===== config.mk =====
export PLATFORM = sky130hd
export DESIGN_NAME = if_stage_flat
export DESIGN_NICKNAME = d
export VERILOG_FILES = /design/src/rtl/if_pkg.sv /design/src/rtl/if_stage_if.sv /design/src/rtl/if_id_reg.sv /design/src/rtl/if_stage.sv /design/src/flat_wrapper.sv
export SDC_FILE = /design/constraint.sdc
export NUM_CORES = 1
export LEC_CHECK = 0
export CORE_MARGIN = 1.5
export CORE_UTILIZATION = 30
export CTS_CLUSTER_SIZE = 25
export DETAILED_ROUTE_END_ITERATION = 10
export PLACE_DENSITY = 0.57
export REMOVE_ABC_BUFFERS = 1
export SYNTH_ARGS = -nofsm -noshare
export SYNTH_HDL_FRONTEND = slang
export SYNTH_HIERARCHICAL = 1
export SYNTH_SLANG_ARGS = --single-unit

===== constraint.sdc =====
create_clock -name clk_i -period 5.7 [get_ports clk_i]
set_input_delay 0.855 -clock clk_i [delete_from_list [all_inputs] [get_ports clk_i]]
set_output_delay 0.855 -clock clk_i [all_outputs]
set_load 0.005 [all_outputs]

===== src/rtl/if_pkg.sv =====
// Shared constants and types for the instruction-fetch stage.
package if_pkg;

   localparam logic [31:0] NOP_INSTR = 32'h0000_0013;  // addi x0, x0, 0

   localparam logic [1:0] PC_SEQ = 2'b00;
   localparam logic [1:0] PC_IMM = 2'b01;
   localparam logic [1:0] PC_REG = 2'b10;

   typedef enum logic [1:0] {REQ, HOLD, DROP} fetch_state_t;

endpackage


===== src/rtl/if_stage_if.sv =====
// Instruction-memory fetch handshake: one outstanding request, response may be same-cycle.
interface if_stage_if #(parameter int XLEN = 32);

   logic            imem_req;
   logic [XLEN-1:0] imem_addr;
   logic [XLEN-1:0] imem_rdata;
   logic            imem_valid;

   modport master (output imem_req, imem_addr, input imem_rdata, imem_valid);
   modport slave  (input imem_req, imem_addr, output imem_rdata, imem_valid);

endinterface


===== src/rtl/if_id_reg.sv =====
// IF/ID pipeline register: stall holds, bubble writes a NOP, load captures a fetched word.
module if_id_reg
   import if_pkg::*;
#(
   parameter int XLEN = 32
) (
   input  logic            clk_i,
   input  logic            rst_ni,
   input  logic            stall_i,
   input  logic            bubble_i,
   input  logic            load_i,
   input  logic [31:0]     instr_i,
   input  logic [XLEN-1:0] pc_i,
   output logic            valid_o,
   output logic [24:0]     Instr31_7_o,
   output logic [6:0]      op_o,
   output logic [4:0]      rd_o,
   output logic [2:0]      funct3_o,
   output logic [4:0]      rs1_o,
   output logic [4:0]      rs2_o,
   output logic            funct7_5_o,
   output logic [XLEN-1:0] PC_o,
   output logic [XLEN-1:0] pcPlus4_o
);

   logic            valid_q, valid_d;
   logic [31:0]     instr_q, instr_d;
   logic [XLEN-1:0] pc_q, pc_d;
   logic [XLEN-1:0] pc4_q, pc4_d;

   // Stall beats bubble beats load: a frozen decode stage must never see its input change.
   always_comb begin
      valid_d = valid_q;
      instr_d = instr_q;
      pc_d    = pc_q;
      pc4_d   = pc4_q;
      if (!stall_i) begin
         if (bubble_i) begin
            valid_d = 1'b0;
            instr_d = NOP_INSTR;
         end else if (load_i) begin
            valid_d = 1'b1;
            instr_d = instr_i;
            pc_d    = pc_i;
            pc4_d   = pc_i + XLEN'(4);
         end
      end
   end

   always_ff @(posedge clk_i) begin
      if (!rst_ni) begin
         valid_q <= 1'b0;
         instr_q <= NOP_INSTR;
         pc_q    <= '0;
         pc4_q   <= '0;
      end else begin
         valid_q <= valid_d;
         instr_q <= instr_d;
         pc_q    <= pc_d;
         pc4_q   <= pc4_d;
      end
   end

   assign valid_o     = valid_q;
   assign Instr31_7_o = instr_q[31:7];
   assign op_o        = instr_q[6:0];
   assign rd_o        = instr_q[11:7];
   assign funct3_o    = instr_q[14:12];
   assign rs1_o       = instr_q[19:15];
   assign rs2_o       = instr_q[24:20];
   assign funct7_5_o  = instr_q[30];
   assign PC_o        = pc_q;
   assign pcPlus4_o   = pc4_q;

endmodule


===== src/rtl/if_stage.sv =====
// Instruction-fetch stage: PC, fetch FSM and IF/ID register.
// Define IF_STAGE_PERF_EN to add saturating bubble/redirect counters.
module if_stage
   import if_pkg::*;
#(
   parameter int              XLEN     = 32,
   parameter logic [XLEN-1:0] RESET_PC = '0
) (
   input  logic            clk_i,
   input  logic            rst_ni,
   input  logic            stall_i,
   input  logic [1:0]      PCsrc_i,
   input  logic [XLEN-1:0] pcPlusImm_i,
   input  logic [XLEN-1:0] regPlusImm_i,
   if_stage_if.master      imem,
   output logic            valid_o,
   output logic [24:0]     Instr31_7_o,
   output logic [6:0]      op_o,
   output logic [4:0]      rd_o,
   output logic [2:0]      funct3_o,
   output logic [4:0]      rs1_o,
   output logic [4:0]      rs2_o,
   output logic            funct7_5_o,
   output logic [XLEN-1:0] PC_o,
   output logic [XLEN-1:0] pcPlus4_o
`ifdef IF_STAGE_PERF_EN
   ,
   output logic [31:0]     bubble_cnt_o,
   output logic [31:0]     redirect_cnt_o
`endif
);

   fetch_state_t    state_q, state_d;
   logic [XLEN-1:0] pc_q, pc_d;
   logic [XLEN-1:0] addr_q, addr_d;
   logic [31:0]     buf_q, buf_d;

   logic            redirect;
   logic [XLEN-1:0] target;
   logic            load, bubble;
   logic [31:0]     ld_instr;

   assign redirect = ((PCsrc_i == PC_IMM) || (PCsrc_i == PC_REG)) && !stall_i;
   assign target   = (PCsrc_i == PC_REG) ? regPlusImm_i : pcPlusImm_i;

   assign imem.imem_req  = (state_q == REQ) || (state_q == DROP);
   assign imem.imem_addr = (state_q == DROP) ? addr_q : pc_q;

   always_comb begin
      state_d  = state_q;
      pc_d     = pc_q;
      addr_d   = addr_q;
      buf_d    = buf_q;
      load     = 1'b0;
      bubble   = 1'b0;
      ld_instr = imem.imem_rdata[31:0];
      case (state_q)
         REQ: begin
            if (stall_i) begin
               // Response cannot enter IF/ID yet; park it so the memory is free.
               if (imem.imem_valid) begin
                  buf_d   = imem.imem_rdata[31:0];
                  state_d = HOLD;
               end
            end else if (redirect) begin
               bubble = 1'b1;
               pc_d   = target;
               if (!imem.imem_valid) begin
                  addr_d  = pc_q;
                  state_d = DROP;
               end
            end else if (imem.imem_valid) begin
               load = 1'b1;
               pc_d = pc_q + XLEN'(4);
            end else begin
               bubble = 1'b1;
            end
         end
         HOLD: begin
            if (!stall_i) begin
               state_d = REQ;
               if (redirect) begin
                  bubble = 1'b1;
                  pc_d   = target;
               end else begin
                  load     = 1'b1;
                  ld_instr = buf_q;
                  pc_d     = pc_q + XLEN'(4);
               end
            end
         end
         DROP: begin
            // The stale response is garbage either way, so retire it even under stall.
            if (imem.imem_valid) state_d = REQ;
            if (!stall_i) begin
               bubble = 1'b1;
               if (redirect) pc_d = target;
            end
         end
         default: state_d = REQ;
      endcase
   end

   always_ff @(posedge clk_i) begin
      if (!rst_ni) begin
         state_q <= REQ;
         pc_q    <= RESET_PC;
         addr_q  <= RESET_PC;
         buf_q   <= NOP_INSTR;
      end else begin
         state_q <= state_d;
         pc_q    <= pc_d;
         addr_q  <= addr_d;
         buf_q   <= buf_d;
      end
   end

   if_id_reg #(.XLEN(XLEN)) u_if_id (
      .clk_i       (clk_i),
      .rst_ni      (rst_ni),
      .stall_i     (stall_i),
      .bubble_i    (bubble),
      .load_i      (load),
      .instr_i     (ld_instr),
      .pc_i        (pc_q),
      .valid_o     (valid_o),
      .Instr31_7_o (Instr31_7_o),
      .op_o        (op_o),
      .rd_o        (rd_o),
      .funct3_o    (funct3_o),
      .rs1_o       (rs1_o),
      .rs2_o       (rs2_o),
      .funct7_5_o  (funct7_5_o),
      .PC_o        (PC_o),
      .pcPlus4_o   (pcPlus4_o)
   );

`ifdef IF_STAGE_PERF_EN
   logic [31:0] bubble_cnt_q, bubble_cnt_d;
   logic [31:0] redirect_cnt_q, redirect_cnt_d;

   always_comb begin
      bubble_cnt_d   = bubble_cnt_q;
      redirect_cnt_d = redirect_cnt_q;
      if (bubble && (bubble_cnt_q != '1))     bubble_cnt_d   = bubble_cnt_q + 32'd1;
      if (redirect && (redirect_cnt_q != '1)) redirect_cnt_d = redirect_cnt_q + 32'd1;
   end

   always_ff @(posedge clk_i) begin
      if (!rst_ni) begin
         bubble_cnt_q   <= '0;
         redirect_cnt_q <= '0;
      end else begin
         bubble_cnt_q   <= bubble_cnt_d;
         redirect_cnt_q <= redirect_cnt_d;
      end
   end

   assign bubble_cnt_o   = bubble_cnt_q;
   assign redirect_cnt_o = redirect_cnt_q;
`endif

endmodule


===== src/flat_wrapper.sv =====
// flat-port wrapper written by rule: the top's interface ports become plain ports
module if_stage_flat import if_pkg::*;
#(
   parameter int              XLEN     = 32,
   parameter logic [XLEN-1:0] RESET_PC = '0
)
  (clk_i, rst_ni, stall_i, PCsrc_i, pcPlusImm_i, regPlusImm_i, valid_o, Instr31_7_o, op_o, rd_o, funct3_o, rs1_o, rs2_o, funct7_5_o, PC_o, pcPlus4_o, imem_imem_req, imem_imem_addr, imem_imem_rdata, imem_imem_valid);
  if_stage_if #(.XLEN(XLEN)) imem_i ();
  input  logic clk_i;
  input  logic rst_ni;
  input  logic stall_i;
  input  logic [1:0] PCsrc_i;
  input  logic [XLEN-1:0] pcPlusImm_i;
  input  logic [XLEN-1:0] regPlusImm_i;
  output logic valid_o;
  output logic [24:0] Instr31_7_o;
  output logic [6:0] op_o;
  output logic [4:0] rd_o;
  output logic [2:0] funct3_o;
  output logic [4:0] rs1_o;
  output logic [4:0] rs2_o;
  output logic funct7_5_o;
  output logic [XLEN-1:0] PC_o;
  output logic [XLEN-1:0] pcPlus4_o;
  output wire logic [$bits(imem_i.imem_req)-1:0] imem_imem_req;
  output wire logic [$bits(imem_i.imem_addr)-1:0] imem_imem_addr;
  input wire logic [$bits(imem_i.imem_rdata)-1:0] imem_imem_rdata;
  input wire logic [$bits(imem_i.imem_valid)-1:0] imem_imem_valid;
  assign imem_imem_req = imem_i.imem_req;
  assign imem_imem_addr = imem_i.imem_addr;
  assign imem_i.imem_rdata = imem_imem_rdata;
  assign imem_i.imem_valid = imem_imem_valid;
  if_stage #(.XLEN(XLEN), .RESET_PC(RESET_PC)) u_core (.clk_i(clk_i), .rst_ni(rst_ni), .stall_i(stall_i), .PCsrc_i(PCsrc_i), .pcPlusImm_i(pcPlusImm_i), .regPlusImm_i(regPlusImm_i), .imem(imem_i), .valid_o(valid_o), .Instr31_7_o(Instr31_7_o), .op_o(op_o), .rd_o(rd_o), .funct3_o(funct3_o), .rs1_o(rs1_o), .rs2_o(rs2_o), .funct7_5_o(funct7_5_o), .PC_o(PC_o), .pcPlus4_o(pcPlus4_o));
endmodule

==> impl_results.md <==
* CTS resizes at 0
* Leakage power at 0.00431 uW
* Fin cells at 1797
* Placer Congestion at 0.793
* Setup Buffers After CTS at 0
* Post-Route Utilization at 0.411
* Area Overhead vs Synth at 34.6%
* Post-Synthesis Cell Area at 0.00937 mm^2
* Initial core utilization at 0.305
* Commonest non-fill, non-tap cell in the layout: nand2_1
* Remaining DRCs at 0
* CTS tree: done
* Total GRT Usage at 0.190
* Max_slew headroom at 0.246
* Tightest Pin Transition at 1.13 ns
* Antenna violations before repair at 1
* Clock Latency Late Sink at 0.44 ns
* Endpoints failing setup at 0
* IR drop worst, VDD at 0.219 mV
* Via density at 5.12
* Synth cell types at 54
* Sequential area share after synthesis at 0.412
* CP arrival at 2.63 ns
* Routed len/inst at 17.5 um
* Adder-cell share of the synthesized area at 0.00401
* Vias in the first global route at 8422
* Vias after detailed routing at 9206
* Worst Path Max Fanout at 26
* Mux contribution to synthesized area at 0.0813
* Status: complete, no violations
* Worst Path Class, Setup: flop to output port
* Commonest cells after routing, fill and taps aside: nand2_1, clkdlybuf4s50_1, dfxtp_1, a21oi_1, nor2_1
* Core ar. at 0.0307 mm^2
* Placed Cells at 1765
* RSZ-0062 raised after global routing: no
* Critical Path Source Type: flop
* Total Power at 3200 uW
* Simple-gate portion of the synthesized area at 0.257
* Global route overflow at 0
* Final HPWL DP at 21100 um
* Mapped Cells at 1218
* Largest family of logic cells by synthesized area: simple AND/OR/NAND/NOR gates
* Share of cells above drive strength 1 at 0.0764
* CTS Buffer Depth at 2
* Pin count of the biggest net entering global routing at 75
* DR pass1 iterations at 5
* Critical path required time at 4.85 ns
* Cell Rows at 64
* Max Cap Violations at 0
* P per Cell Area at 254 mW/mm^2
* Worst hold path class: flop to flop
* Global-route wire length before repair at 48800 um
* H-tree depth at 4
* DRT iter0 DRCs at 644
* Yosys reg bits at 193
* Worst setup EP type: output port
* # IOs at 251
* Syn avg cell area at 7.69 um^2
* Final hold violation count at 0
* Die width at 180 um
* Nets at 1493
* Die area at 0.0323 mm^2
* Fmax at 287 MHz
* Cts hold-fix bufs at 0
* Clk root buf: clkbuf_16
* Fin crit period at 3.49 ns
* Routed WL at 31400 um
* Hold_ws at 0.455 ns
* Clock Skews at 0.0155 ns
* Final worst path period share at 0.612
* Die Y at 180 um
* IO Port Bufs at 250
* Final Max Slew Viols at 0
* Post-synth EDFFs at 0
* XOR/XNOR share of the synthesized area at 0.0112
* Final antenna-violating net count at 0
* Reg clk slew, reported paths at 0.08 ns
* Synth Area in Compound Gates at 0.175
* Yosys synthesis warning count at 6
* Asr flop ratio synth at 0
* Ys flop type: dfxtp_1
* Antenna diodes at 0
* CTS buffer count at 17
* # clock sinks at 193
worst max-delay path, cell delays in order, from the launching register on:
cell	delay [ns]
dfxtp_1	0.63
nor2b_2	0.48
buf_4	0.38
nand2_1	0.09
nand2_1	0.07
clkdlybuf4s50_1	0.52
through the flow:
| step | setup WS (ns) | TNS, ns | instance area, um^2 |
|---|---|---|---|
| after floorplan | -2.94 | -250.40 | 8840 |
| after global placement | 1.86 | 0 | 12000 |
| after detailed placement | 1.79 | 0 | 12000 |
| after CTS | 2.21 | 0 | 12600 |
| after global routing | 2.01 | 0 | 12600 |
| final | 2.21 | 0 | 12600 |
Yosys cell counts, types with 2 or more instances:
| master | instances | area share |
|---|---|---|
| and3_1 | 13 | 0.0087 |
| a211oi_1 | 11 | 0.0088 |
| xor2_1 | 7 | 0.0065 |
| nand2b_1 | 3 | 0.0020 |
| nor2b_1 | 2 | 0.0013 |
| and4_1 | 6 | 0.0056 |
| mux2i_1 | 30 | 0.032 |
| or4_1 | 13 | 0.010 |
| a21oi_1 | 119 | 0.064 |
| o211ai_1 | 8 | 0.0064 |
| buf_2 | 4 | 0.0021 |
| nor2_1 | 77 | 0.031 |
| nand3_1 | 25 | 0.013 |
| ha_1 | 3 | 0.0040 |
| nand4_1 | 17 | 0.011 |
| or2_2 | 3 | 0.0020 |
| buf_4 | 21 | 0.017 |
| inv_1 | 7 | 0.0028 |
| buf_1 | 3 | 0.0012 |
| a22oi_1 | 36 | 0.029 |
| nand3_4 | 2 | 0.0037 |
| nor3b_1 | 3 | 0.0024 |
| xnor2_1 | 5 | 0.0047 |
| o31a_1 | 4 | 0.0037 |
| nand2_1 | 336 | 0.13 |
| and2_1 | 5 | 0.0033 |
| o31ai_1 | 14 | 0.011 |
| buf_6 | 2 | 0.0024 |
| o22ai_1 | 6 | 0.0040 |
| clkbuf_2 | 3 | 0.0016 |
| mux2_2 | 41 | 0.049 |
| a31oi_1 | 21 | 0.014 |
| nor4_1 | 5 | 0.0033 |
| dfxtp_1 | 193 | 0.41 |
| o21ai_0 | 52 | 0.028 |
| clkbuf_1 | 79 | 0.032 |
| or3_1 | 6 | 0.0040 |
| nor4b_1 | 2 | 0.0019 |
| nor3_1 | 16 | 0.0085 |
layer usage:
layer,vias to the layer above,part of all wire,track usage
met5,-,0.00041,0
met2,274,0.46,0.307
met4,2,0.010,0.0413
li1,4567,-,-
met3,22,0.055,0.0393
met1,4341,0.47,0.259
where the power goes:
group | leakage [uW] | switching (uW) | internal (uW) | total, uW
Sequential | 0.00156 | 86.7 | 1390 | 1480
Combinational | 0.00244 | 215 | 214 | 429
Clock | 0.000306 | 609 | 686 | 1300
Total | 0.00431 | 910 | 2290 | 3200
registers in the layout, summed over array words and instances (netlist names):
name and flops:
u_core/addr_q 32, u_core/buf_q 32, u_core/pc_q 32, u_core/state_q 2
u_core/u_if_id/PC_o 32, u_core/u_if_id/instr_q 32, u_core/u_if_id/pcPlus4_o 30, u_core/u_if_id/valid_o 1
worst paths after layout:
kind | to | cells after the start | slack (ns) | from
max | imem_imem_addr[15] | 5 | 2.21 | u_core/state_q[1]$_SDFFE_PN0P_
min | u_core/buf_q[25]$_SDFFE_PN0P_ | 2 | 0.45 | u_core/buf_q[25]$_SDFFE_PN0P_
max reg2reg | u_core/u_if_id/pcPlus4_o[27]$_SDFFE_PN0P_ | 8 | 2.88 | u_core/state_q[0]$_SDFFE_PN0P_
min reg2reg | u_core/buf_q[25]$_SDFFE_PN0P_ | 2 | 0.45 | u_core/buf_q[25]$_SDFFE_PN0P_
cells by family (layout without fill, tap and decap cells):
logic type / count (synthesis) / after routing
and+or+nand+nor: 541 / 541
AOI/OAI and AO/OA: 278 / 278
DFF: 193 / 193
buffers and inverters: 120 / 303
muxes: 71 / 71
xor gates and xnor gates: 12 / 12
adders and majority gates: 3 / 3
final cells by class:
cell class	count	area, um^2
repair buffers	263	2590
clock buffers	18	439
clock inverters	14	194
flip-flops and latches	193	3860
inverters	8	30.0
fillers	3109	18100
multi-input cells	905	4990
well taps	396	495
No activity file was read; power rests on OpenSTA's default activity.
